$ cat config.mk
export PLATFORM = sky130hd
export DESIGN_NAME = pc_fetch_unit
export DESIGN_NICKNAME = d
export VERILOG_FILES = /design/src/rtl/pc_fetch_unit.sv
export SDC_FILE = /design/constraint.sdc
export NUM_CORES = 1
export LEC_CHECK = 0
export CORE_AREA = 3 3 138 140
export DETAILED_ROUTE_END_ITERATION = 6
export DIE_AREA = 0 0 141 143
export GPL_TIMING_DRIVEN = 0
export HOLD_SLACK_MARGIN = 0.15
export PLACE_DENSITY = 0.7
export SLEW_MARGIN = 30
export SYNTH_ARGS = -nofsm -noshare
export SYNTH_HDL_FRONTEND = slang
export SYNTH_SLANG_ARGS = --single-unit
$ cat constraint.sdc
create_clock -name Clk -period 9.2 [get_ports Clk]
set_input_delay 1.84 -clock Clk [delete_from_list [all_inputs] [get_ports Clk]]
set_output_delay 1.84 -clock Clk [all_outputs]
set_load 0.02 [all_outputs]
$ cat src/rtl/pc_fetch_unit.sv
// Instruction fetch: holds the PC, fetches over Imem req/ack, presents Inst for one EXEC cycle.
// Latency: 2 cycles per instruction minimum (FETCH with ack, then EXEC); +1 per un-acked cycle.
// Backpressure: Imem_req held with stable Imem_addr until Imem_ack; ERR is terminal until reset.
//
// Ports:
//   Clk, Clrn        clock, asynchronous active-low reset
//   Pcsrc, Ra        next-PC select and jr target, used only in EXEC
//   Imem_req/addr    fetch request and address (address = Pc)
//   Imem_ack/rdata   memory accept and same-cycle instruction word
//   Inst, Pc, Pc4    registered instruction, its address, and Pc+4
//   Inst_valid       high for the EXEC cycle only
//   Icount           retired-instruction counter
//   Misalign         sticky: jr target had nonzero low bits
//   Fetch_err        sticky: fetch timed out
module pc_fetch_unit #(
  parameter logic [31:0] RESET_PC = 32'h0000_0000,
  parameter int          TIMEOUT  = 16
) (
  input  logic        Clk,
  input  logic        Clrn,
  input  logic [1:0]  Pcsrc,
  input  logic [31:0] Ra,
  output logic        Imem_req,
  output logic [31:0] Imem_addr,
  input  logic        Imem_ack,
  input  logic [31:0] Imem_rdata,
  output logic [31:0] Inst,
  output logic [31:0] Pc,
  output logic [31:0] Pc4,
  output logic        Inst_valid,
  output logic [31:0] Icount,
  output logic        Misalign,
  output logic        Fetch_err
);

  typedef enum logic [1:0] {
    S_IDLE  = 2'd0,
    S_FETCH = 2'd1,
    S_EXEC  = 2'd2,
    S_ERR   = 2'd3
  } state_t;

  // Counter only needs to reach TIMEOUT-1.
  localparam int CW = (TIMEOUT > 1) ? $clog2(TIMEOUT) : 1;
  localparam logic [CW-1:0] WAIT_LAST = (TIMEOUT > 0) ? CW'(TIMEOUT - 1) : '0;

  state_t          r_state;
  state_t          w_state_nxt;
  logic [31:0]     r_pc;
  logic [31:0]     r_inst;
  logic [31:0]     r_icount;
  logic [CW-1:0]   r_wait;
  logic            r_misalign;
  logic            r_fetch_err;

  logic            w_fetch;
  logic            w_exec;
  logic            w_timeout;
  logic [31:0]     w_pc4;
  logic [31:0]     w_br_off;
  logic [31:0]     w_pc_nxt;

  assign w_fetch   = (r_state == S_FETCH);
  assign w_exec    = (r_state == S_EXEC);
  // Last allowed un-acked cycle; an ack in this same cycle still wins.
  assign w_timeout = (TIMEOUT != 0) && (r_wait == WAIT_LAST);
  assign w_pc4     = r_pc + 32'd4;
  assign w_br_off  = {{14{r_inst[15]}}, r_inst[15:0], 2'b00};

  always_comb begin
    w_pc_nxt = w_pc4;
    case (Pcsrc)
      2'b00:   w_pc_nxt = w_pc4;
      2'b01:   w_pc_nxt = w_pc4 + w_br_off;
      2'b10:   w_pc_nxt = {Ra[31:2], 2'b00};
      2'b11:   w_pc_nxt = {w_pc4[31:28], r_inst[25:0], 2'b00};
      default: w_pc_nxt = w_pc4;
    endcase
  end

  always_ff @(posedge Clk or negedge Clrn) begin
    if (!Clrn) r_state <= S_IDLE;
    else       r_state <= w_state_nxt;
  end

  always_comb begin
    w_state_nxt = r_state;
    case (r_state)
      S_IDLE:  w_state_nxt = S_FETCH;
      S_FETCH: begin
        if (Imem_ack)       w_state_nxt = S_EXEC;
        else if (w_timeout) w_state_nxt = S_ERR;
      end
      S_EXEC:  w_state_nxt = S_FETCH;
      S_ERR:   w_state_nxt = S_ERR;
      default: w_state_nxt = S_IDLE;
    endcase
  end

  always_ff @(posedge Clk or negedge Clrn) begin
    if (!Clrn) begin
      r_pc        <= RESET_PC;
      r_inst      <= 32'd0;
      r_icount    <= 32'd0;
      r_wait      <= '0;
      r_misalign  <= 1'b0;
      r_fetch_err <= 1'b0;
    end else begin
      if (w_fetch) begin
        if (Imem_ack) begin
          r_inst <= Imem_rdata;
          r_wait <= '0;
        end else begin
          r_wait <= r_wait + CW'(1);
          if (w_timeout) r_fetch_err <= 1'b1;
        end
      end
      if (w_exec) begin
        r_pc     <= w_pc_nxt;
        r_icount <= r_icount + 32'd1;
        if (Pcsrc == 2'b10 && Ra[1:0] != 2'b00) r_misalign <= 1'b1;
      end
    end
  end

  assign Imem_req   = w_fetch;
  assign Imem_addr  = r_pc;
  assign Inst       = r_inst;
  assign Pc         = r_pc;
  assign Pc4        = w_pc4;
  assign Inst_valid = w_exec;
  assign Icount     = r_icount;
  assign Misalign   = r_misalign;
  assign Fetch_err  = r_fetch_err;

endmodule

==> results of run 1 <==
flip-flops by register name, indices dropped and copies added (netlist names):
| signal | count |
|---|---|
| Fetch_err | 1 |
| Icount | 32 |
| Imem_addr | 30 |
| Inst | 32 |
| Misalign | 1 |
| r_state | 2 |
| r_wait | 4 |
worst max path at each step:
stage / depth (start not counted) / to / slack (ps)
after CTS: 9 / Pc4[24] / 3490
after floorplan: 18 / Imem_addr[31]$_DFFE_PN0P_ / 4570
final: 9 / Pc4[24] / 3500
after detailed placement: 9 / Pc4[24] / 3920
after global routing: 9 / Pc4[24] / 3310
after global placement: 1 / Icount[29]$_DFFE_PN0P_ / 2080
stage by stage:
step	area, sq um	cells
after floorplan	7160	747
after global placement	9710	1202
after detailed placement	9740	1203
after CTS	10000	1219
after global routing	10000	1219
final	10000	1219
kinds of logic (layout without fill, tap and decap cells):
group	count (synthesis)	in the layout	share of synthesized area, %
buffers and inverters	83	326	6.37
DFF	102	102	35.7
adders and majority gates	37	37	6.58
xor gates and xnor gates	77	77	9.44
and+or+nand+nor	229	229	15.0
muxes	71	71	13.6
AOI/OAI and AO/OA	142	142	13.3
other	1	6	0.0525
cells in the final DEF (no fill, tap or decap), types with 3 or more instances in the layout:
master	instances
o21ai_0	20
inv_2	3
nor2_1	45
xnor2_1	51
buf_4	36
nand2b_1	6
and2_1	4
dfrtp_1	102
and3_1	16
or3_1	3
nand4_1	16
nand3_1	31
inv_1	21
o22a_1	3
mux2i_1	11
o21a_1	8
nand2_1	81
buf_1	6
o22ai_1	7
o211ai_1	3
mux2_2	42
conb_1	6
a21oi_1	39
clkbuf_1	14
o21ai_1	10
ha_1	36
nor2b_1	4
mux4_2	16
clkbuf_16	9
clkdlybuf4s50_1	225
a21o_1	14
and4_1	3
a31oi_1	7
nor3_1	15
xor2_1	26
power by group through the flow:
| stage | sequential [uW] | clock, uW | combinational [uW] |
|---|---|---|---|
| 2_1_floorplan | 937 | 0 | 1490 |
| 3_3_place_gp | 824 | 0 | 2510 |
| 3_5_place_dp | 828 | 0 | 2530 |
| 4_1_cts | 821 | 413 | 2540 |
| 5_1_grt | 849 | 429 | 2780 |
| 6_report | 821 | 402 | 2550 |
metal layers:
metal	vias up	wire length, um
met5	-	0
met4	0	462
met3	29	1790
met2	238	10400
met1	3063	9790
li1	3128	-
area by class of cell:
type | count | area share, %
sequential | 102 | 25.4
clock inverter | 7 | 0.809
buffer | 59 | 3.65
clock buffer | 9 | 2.24
multi-input combinational | 562 | 41.4
tap | 229 | 2.85
timing repair buffer | 227 | 22.8
inverter | 24 | 0.896
worst max-delay path: stages, from the launching register on:
cell	delay [ps]
dfrtp_1	480
ha_1	280
nand3_1	200
nor2_1	430
and3_1	310
nand4_1	270
nor2_1	230
and3_1	190
xor2_1	410
clkdlybuf4s50_1	700
==> results.json, run 1 <==
{
  "drive_gt1_share_pct": 12.9,
  "post_cts_buffers": 0,
  "synth-edff-count": 0,
  "worst-slew-pin-transition_ps": 1000,
  "clockBufferDepth": 2,
  "cts_num_sinks": 102,
  "tns_ps": 0,
  "hold_slack_ps": 464,
  "leakagePower_uw": 0.00432,
  "antenna_found_initial": 0,
  "numPortBuffers": 226,
  "finalHoldViolCount": 0,
  "cts_tree": "built",
  "grtUsageMet2_pct": 35.7,
  "drt_iter0_drc": 399,
  "path_class": "register to output pin",
  "status": "complete, no violations",
  "ys_warn_count": 0,
  "syn_area_sq_mm": 0.00715,
  "rsz0062_at_grt": "no",
  "final.fill_count": 1659,
  "synth_top_area_cell": "dfrtp_1",
  "cts-buffers-inserted": 9,
  "clkLatencyLatePin_ps": 360,
  "nets": 1091,
  "reg2reg_depth": 18,
  "crit_path_end_kind": "output pin",
  "area_delta_synth_final_pct": 40.6,
  "synth_flop_cell": "dfrtp_1",
  "yosysMostFrequentCell": "dfrtp_1",
  "reg2reg_to": "Imem_addr[31]$_DFFE_PN0P_",
  "wl_per_cell_um": 18.4,
  "viasPerCell": 5.30,
  "clock_skew_ps": 11.9,
  "internal_power_uw": 2020,
  "reg2reg_setup_slack_ps": 3920,
  "hold_buffers": 0,
  "die_x_um": 141,
  "slew_violations": 0,
  "synthTopCellsByCount": "dfrtp_1, nand2_1, xnor2_1",
  "holdCritPathClass": "register to register",
  "detail_route.wirelength_mm": 22.5,
  "relSlewSlack_pct": 33.1,
  "peakVddDrop_mv": 0.203,
  "multiInputGateArea_sq_mm": 0.00416,
  "synth_area_leaders": "dfrtp_1, mux2_2, ha_1",
  "switching_share_pct": 46.5,
  "setup_viol_count_final": 0,
  "grt_pass1_vias": 6401,
  "ys_ff_latch": 102,
  "p_clk_share_pct": 10.7,
  "holdPathStages": 1,
  "period_share_pct": 61.9,
  "grt_use_met1_pct": 30.6,
  "rows": 49,
  "drc": 0,
  "die-area_sq_mm": 0.0202,
  "place_hpwl_mm": 17.5,
  "start_kind": "register",
  "syn-instance-count": 742,
  "root_buffer": "clkbuf_16",
  "p_per_area_mw_per_mm2": 375,
  "synth_top_area_share_pct": 35.7,
  "fin_util_pct": 55.9,
  "grt_pass1_wl_mm": 35.3,
  "seqPwrFrac_pct": 21.8,
  "avgSynthCellArea_sq_um": 9.63,
  "gpl.final_weighted_congestion": 0.887,
  "crit_required_ps": 7360,
  "coreArea_sq_mm": 0.0180,
  "cts_resized": 0,
  "grt_overflow": 0,
  "use_met3_pct": 5.26,
  "synthArstFlopShare_pct": 100,
  "die_h_um": 143,
  "path_max_fanout": 6,
  "post-place-ws_ps": 3920,
  "num_vias": 6458,
  "regArea_sq_mm": 0.00255,
  "power_uw": 3770,
  "drv_cap": 0,
  "clkTransAtPathRegs_ps": 80,
  "min_to": "Fetch_err$_DFFE_PN0P_",
  "power_frac_comb_pct": 67.6,
  "finalWorstPathRequiredPeriod_ps": 5700,
  "ant_nets": 0,
  "grt_max_degree": 67,
  "htree_levels": 3,
  "regToRegStartpoint": "Imem_addr[2]$_DFFE_PN0P_",
  "yosysSeqAreaShare_pct": 35.7,
  "dr.pass1.iters": 4,
  "min_from": "Fetch_err$_DFFE_PN0P_",
  "io-pin-count": 233,
  "yosysUniqueCellTypes": 68,
  "p_sw_uw": 1750,
  "initial_core_util_pct": 39.8,
  "grtUsageTotal_pct": 22.3,
  "layout_setup_ws_ps": 3500,
  "antenna_cells": 0,
  "fmaxAchievable_mhz": 175,
  "arrival_ps": 3860,
  "setup.worst_path.start": "Imem_addr[2]$_DFFE_PN0P_",
  "top_usage_layer": "met2"
}
No activity file was read; power rests on OpenSTA's default activity.
==> inputs of run 2 (changes only) <==
clock period = 5.7 ns   (was 9.2 ns; I/O delays follow)
==> results of run 2 <==
The final DEF is identical to that of run 1. Status: complete, no violations.
Among the figures that moved: setup slack after placement 3920 ps -> 521 ps; setup slack after layout 3500 ps -> 424 ps; end point of the critical path Pc4[24] -> Imem_addr[31]$_DFFE_PN0P_; register-to-register setup slack 3920 ps -> 420 ps; total power 3770 uW -> 6090 uW; worst IR drop on VDD 0.203 mV -> 0.328 mV
==> inputs of run 3 (changes only) <==
PLACE_DENSITY = 0.76   (was 0.7)
RECOVER_POWER = 100   (was not set)
SLEW_MARGIN = 40   (was 30)
==> run 3 against run 2 <==
Hold slack better by 0.67 ps. Core utilization fell by 0.21 points. Clock power is 3% lower. Largest cell class unchanged. Maximum frequency increased by 0.27%. Register-to-register slack barely moved. The flow now finishes with violations (capacitance limit, slew limit). Via count is 0.81% higher.
==> results.json, run 3 (synthesized netlist as in run 1, its figures left out) <==
{
  "crit_path_end_kind": "register",
  "min_from": "Fetch_err$_DFFE_PN0P_",
  "drt_iter0_drc": 472,
  "cp_top_family": "compound AO/OA/AOI/OAI gates",
  "crit_cells": 18,
  "ant_nets": 0,
  "slew_violations": 105,
  "tns_ps": 0,
  "grt_pass1_vias": 6448,
  "final_common_cell": "dlygate4sd3_1",
  "root_buffer": "clkbuf_16",
  "worst-slew-pin-transition_ps": 2290,
  "coreArea_sq_mm": 0.0180,
  "status": "complete, but fails checks",
  "wl_per_cell_um": 18.6,
  "start_kind": "register",
  "place_hpwl_mm": 17.8,
  "post-place-ws_ps": 510,
  "cts-buffers-inserted": 9,
  "violations": "capacitance limit, slew limit",
  "gpl.final_weighted_congestion": 0.937,
  "dp.cells": 1204,
  "crit_buf_inv": 1,
  "p_per_area_mw_per_mm2": 588,
  "grt_overflow": 0,
  "rows": 49,
  "detail_route.wirelength_mm": 22.6,
  "layout_setup_ws_ps": 438,
  "cts_resized": 0,
  "clkLatencyLatePin_ps": 360,
  "clockBufferDepth": 2,
  "crit_path_end": "Imem_addr[31]$_DFFE_PN0P_",
  "num_vias": 6510,
  "leakagePower_uw": 0.00450,
  "nets": 1092,
  "htree_levels": 3,
  "path_max_fanout": 9,
  "grt_max_degree": 63,
  "seqPwrFrac_pct": 22.3,
  "finalWorstPathRequiredPeriod_ps": 5260,
  "switching_share_pct": 47.4,
  "grt_pass1_wl_mm": 35.6,
  "relSlewSlack_pct": -52.8,
  "p_sw_uw": 2790,
  "internal_power_uw": 3090,
  "fin_cells": 1220,
  "antenna_cells": 0,
  "crit_required_ps": 5970,
  "cts_tree": "built",
  "setup_viol_count_final": 0,
  "drive_gt1_share_pct": 12.2,
  "power_frac_comb_pct": 66.9,
  "numPortBuffers": 226,
  "place_area_sq_mm": 0.00976,
  "setup.worst_path.start": "Imem_addr[2]$_DFFE_PN0P_",
  "initial_core_util_pct": 39.8,
  "reg2reg_setup_slack_ps": 440,
  "clkTransAtPathRegs_ps": 80,
  "antenna_found_initial": 1,
  "rsz0062_at_grt": "no",
  "hold_buffers": 0,
  "path_class": "register to register",
  "crit_chain": "ha_1 > nand3_1 > nor2_1 > and3_1 > nand4_1 > nor2_1 > xor2_1 > ha_1 > buf_6 > a21o_1 > a211oi_2 > o211ai_1 > o31ai_2 > o21ai_2 > a221oi_1 > xnor2_1 > mux2_4 > a221oi_2",
  "io-pin-count": 233,
  "fmaxAchievable_mhz": 190,
  "cts_num_sinks": 102,
  "arrival_ps": 5530,
  "period_share_pct": 92.3,
  "max_stage_delay_ps": 480,
  "drc": 0,
  "holdCritPathClass": "register to register",
  "post_cts_buffers": 0,
  "dr.pass1.iters": 5,
  "mostFrequentLayoutCells": "dlygate4sd3_1, dfrtp_1, nand2_1, clkdlybuf4s50_1, xnor2_1",
  "die-area_sq_mm": 0.0202,
  "regToRegStartpoint": "Imem_addr[2]$_DFFE_PN0P_",
  "clock_skew_ps": 13.5,
  "fin_area_sq_mm": 0.0100,
  "reg2reg_to": "Imem_addr[31]$_DFFE_PN0P_",
  "die_h_um": 143,
  "p_clk_share_pct": 10.7,
  "reg2reg_depth": 18,
  "viasPerCell": 5.34,
  "die_x_um": 141,
  "drv_cap": 2,
  "peakVddDrop_mv": 0.327,
  "finalHoldViolCount": 0,
  "slowest_stage": "dfrtp_1",
  "grtUsageTotal_pct": 22.4,
  "area_delta_synth_final_pct": 40.1
}
==> run 3: power by group through the flow <==
stage	Clock (uW)	Sequential, uW	Combinational (uW)
floorplan	0	1510	2400
detailed placement	0	1340	4090
global route	672	1360	4290
CTS	643	1330	4120
global placement	0	1330	4040
finish	631	1320	3940
==> run 3: layout make-up <==
cell class	count	area [sq um]
fill	1650	7950
clock inverter	7	77.6
sequential	102	2550
clock buffer	9	225
buffer	59	365
tap	229	287
timing repair buffer	228	2270
inverter	24	90.1
multi-input combinational	562	4140
==> run 3: metrics by stage <==
| stage | util [%] | total power [uW] | hold WS (ps) |
|---|---|---|---|
| 3_5_place_dp | 54.3 | 5430 | 446 |
| 2_1_floorplan | - | 3910 | 476 |
| 6_report | 55.7 | 5890 | 465 |
| 5_1_grt | 55.7 | 6320 | 495 |
| 4_1_cts | 56.0 | 6090 | 476 |
| 3_3_place_gp | 54.1 | 5370 | 443 |
==> run 3: layer usage <==
layer  GRT usage (%)  vias up  wire (um)
met4            8.06        2        639
li1                -     3123          -
met1            29.2     3116       9670
met5               0        -          7
met2            36.8      226      10700
met3            5.06       43       1600
==> run 3: worst min path at each step <==
| stage | endpoint | slack [ps] | cells past startpoint |
|---|---|---|---|
| finish | Fetch_err$_DFFE_PN0P_ | 470 | 1 |
| global route | Icount[31]$_DFFE_PN0P_ | 490 | 1 |
| CTS | Fetch_err$_DFFE_PN0P_ | 480 | 1 |
| detailed placement | Fetch_err$_DFFE_PN0P_ | 450 | 1 |
| global placement | Fetch_err$_DFFE_PN0P_ | 440 | 1 |
| floorplan | r_wait[1]$_DFFE_PN0P_ | 480 | 2 |
==> RTL edit: new RTL, settings of run 1 <==
Set the parameter `TIMEOUT` to 32 (it was 16).
--- a/src/rtl/pc_fetch_unit.sv
+++ b/src/rtl/pc_fetch_unit.sv
@@ -14,7 +14,7 @@
 //   Fetch_err        sticky: fetch timed out
 module pc_fetch_unit #(
   parameter logic [31:0] RESET_PC = 32'h0000_0000,
-  parameter int          TIMEOUT  = 16
+  parameter int          TIMEOUT  = 32
 ) (
   input  logic        Clk,
   input  logic        Clrn,
Behaviour: same outputs for any inputs over 10 cycles, from zero or initial values; that may be too few to reach the edited logic, so the function may still have changed.
==> RTL edit against run 1 <==
Synthesized area is 4.3% higher; critical path depth is 2 lower; design area is 3.3% higher; sequential cell count is 1 higher; total power is 1.8% higher; sequential power is 2.9% higher; largest power group unchanged; first-iteration DRC count is 31% higher; worst setup slack better by 690 ps; routed wire length is 7.6% higher; clock skew is 2.8 ps lower; die area stayed put.
==> RTL edit: results (changes against run 1) <==
| Metric | Value |
|---|---|
| Non-Clock Inverter Count | `27 (+13%)` |
| R2R cell count | `13 (-5)` |
| ClkCell Share | `3.074% (+0.024 points)` |
| Peak supply drop | `195.9 uV (-3.6%)` |
| Gpl congestion | `0.9614 (+8.4%)` |
| First-pass GRT wire length | `37540 microns (+6.4%)` |
| Register Area | `2577 sq um (+0.98%)` |
| Final hold slack | `465.2 ps (+0.7740 ps)` |
| Drt total wl | `24190 microns (+7.6%)` |
| Total track usage | `23.72% (+1.4 points)` |
| Post-DP HPWL | `18580 microns (+6.3%)` |
| Top post-synthesis cells by area | `dfrtp_1 (35%), ha_1 (6.7%), mux2_2 (6.2%)` |
| Status | `complete, no violations` |
| Switching Power | `1.800 mW (+2.6%)` |
| Vias post-DR | `6923 (+7.2%)` |
| Slew headroom | `36.05% (+2.9 points)` |
| Synth cell types | `69 (+1.5%)` |
| DP Cell Count | `1257 (+4.5%)` |
| Vias per inst | `5.438 (+2.7%)` |
| Multi-input gate count | `608 (+8.2%)` |
| Worst Path Arrival | `3160 ps (-700 ps)` |
| TritonRoute pass-1 iters | `7 (+3)` |
| Global Route met3 Usage | `5.827% (+0.57 points)` |
| Largest net degree at the start of global routing | `76 (+13%)` |
| Met3 wire len | `1876 microns (+4.6%)` |
| Number of non-clock buffers in the layout | `290 (+1.4%)` |
| Crit path capture | `Pc4[30]` |
| NumNets Final | `1149 (+5.3%)` |
| Fin crit period | `5005 ps (-693.2 ps)` |
| Initial DRC count | `521 (+31%)` |
| Sequential element share of the synthesized area | `34.59% (-1.1 points)` |
| Dpl ws | `4580 ps (+659.9 ps)` |
| Worst r2r src | `Imem_addr[3]$_DFFE_PN0P_` |
| Setup Skew | `9.083 ps (-2.810 ps)` |
-- RTL edit: cells by family (layout without fill, tap and decap cells) --
logic type	count (synthesis)	after routing	synth area share, %
xor gates and xnor gates	74	74	8.949
adders and majority gates	41	41	6.985
buffers and inverters	90	333	6.917
other	1	6	0.05032
AOI/OAI and AO/OA	158	158	13.67
muxes	62	62	10.70
DFF	103	103	34.59
and+or+nand+nor	267	267	18.15
-- RTL edit: power groups by stage --
stage / combinational [mW] / sequential, mW / clock (mW)
2_1_floorplan: 1.50 / 0.962 / 0
3_3_place_gp: 2.54 / 0.845 / 0
3_5_place_dp: 2.56 / 0.852 / 0
4_1_cts: 2.57 / 0.844 / 0.419
5_1_grt: 2.80 / 0.876 / 0.436
6_report: 2.59 / 0.845 / 0.410
-- RTL edit: worst max-delay path, cell delays in order (launching register included) --
cell and delay, ps:
dfrtp_1 500, ha_1 220, and3_1 210, nand3_1 240
nor3_1 390, and3_1 350, xor2_1 230, clkdlybuf4s50_1 670
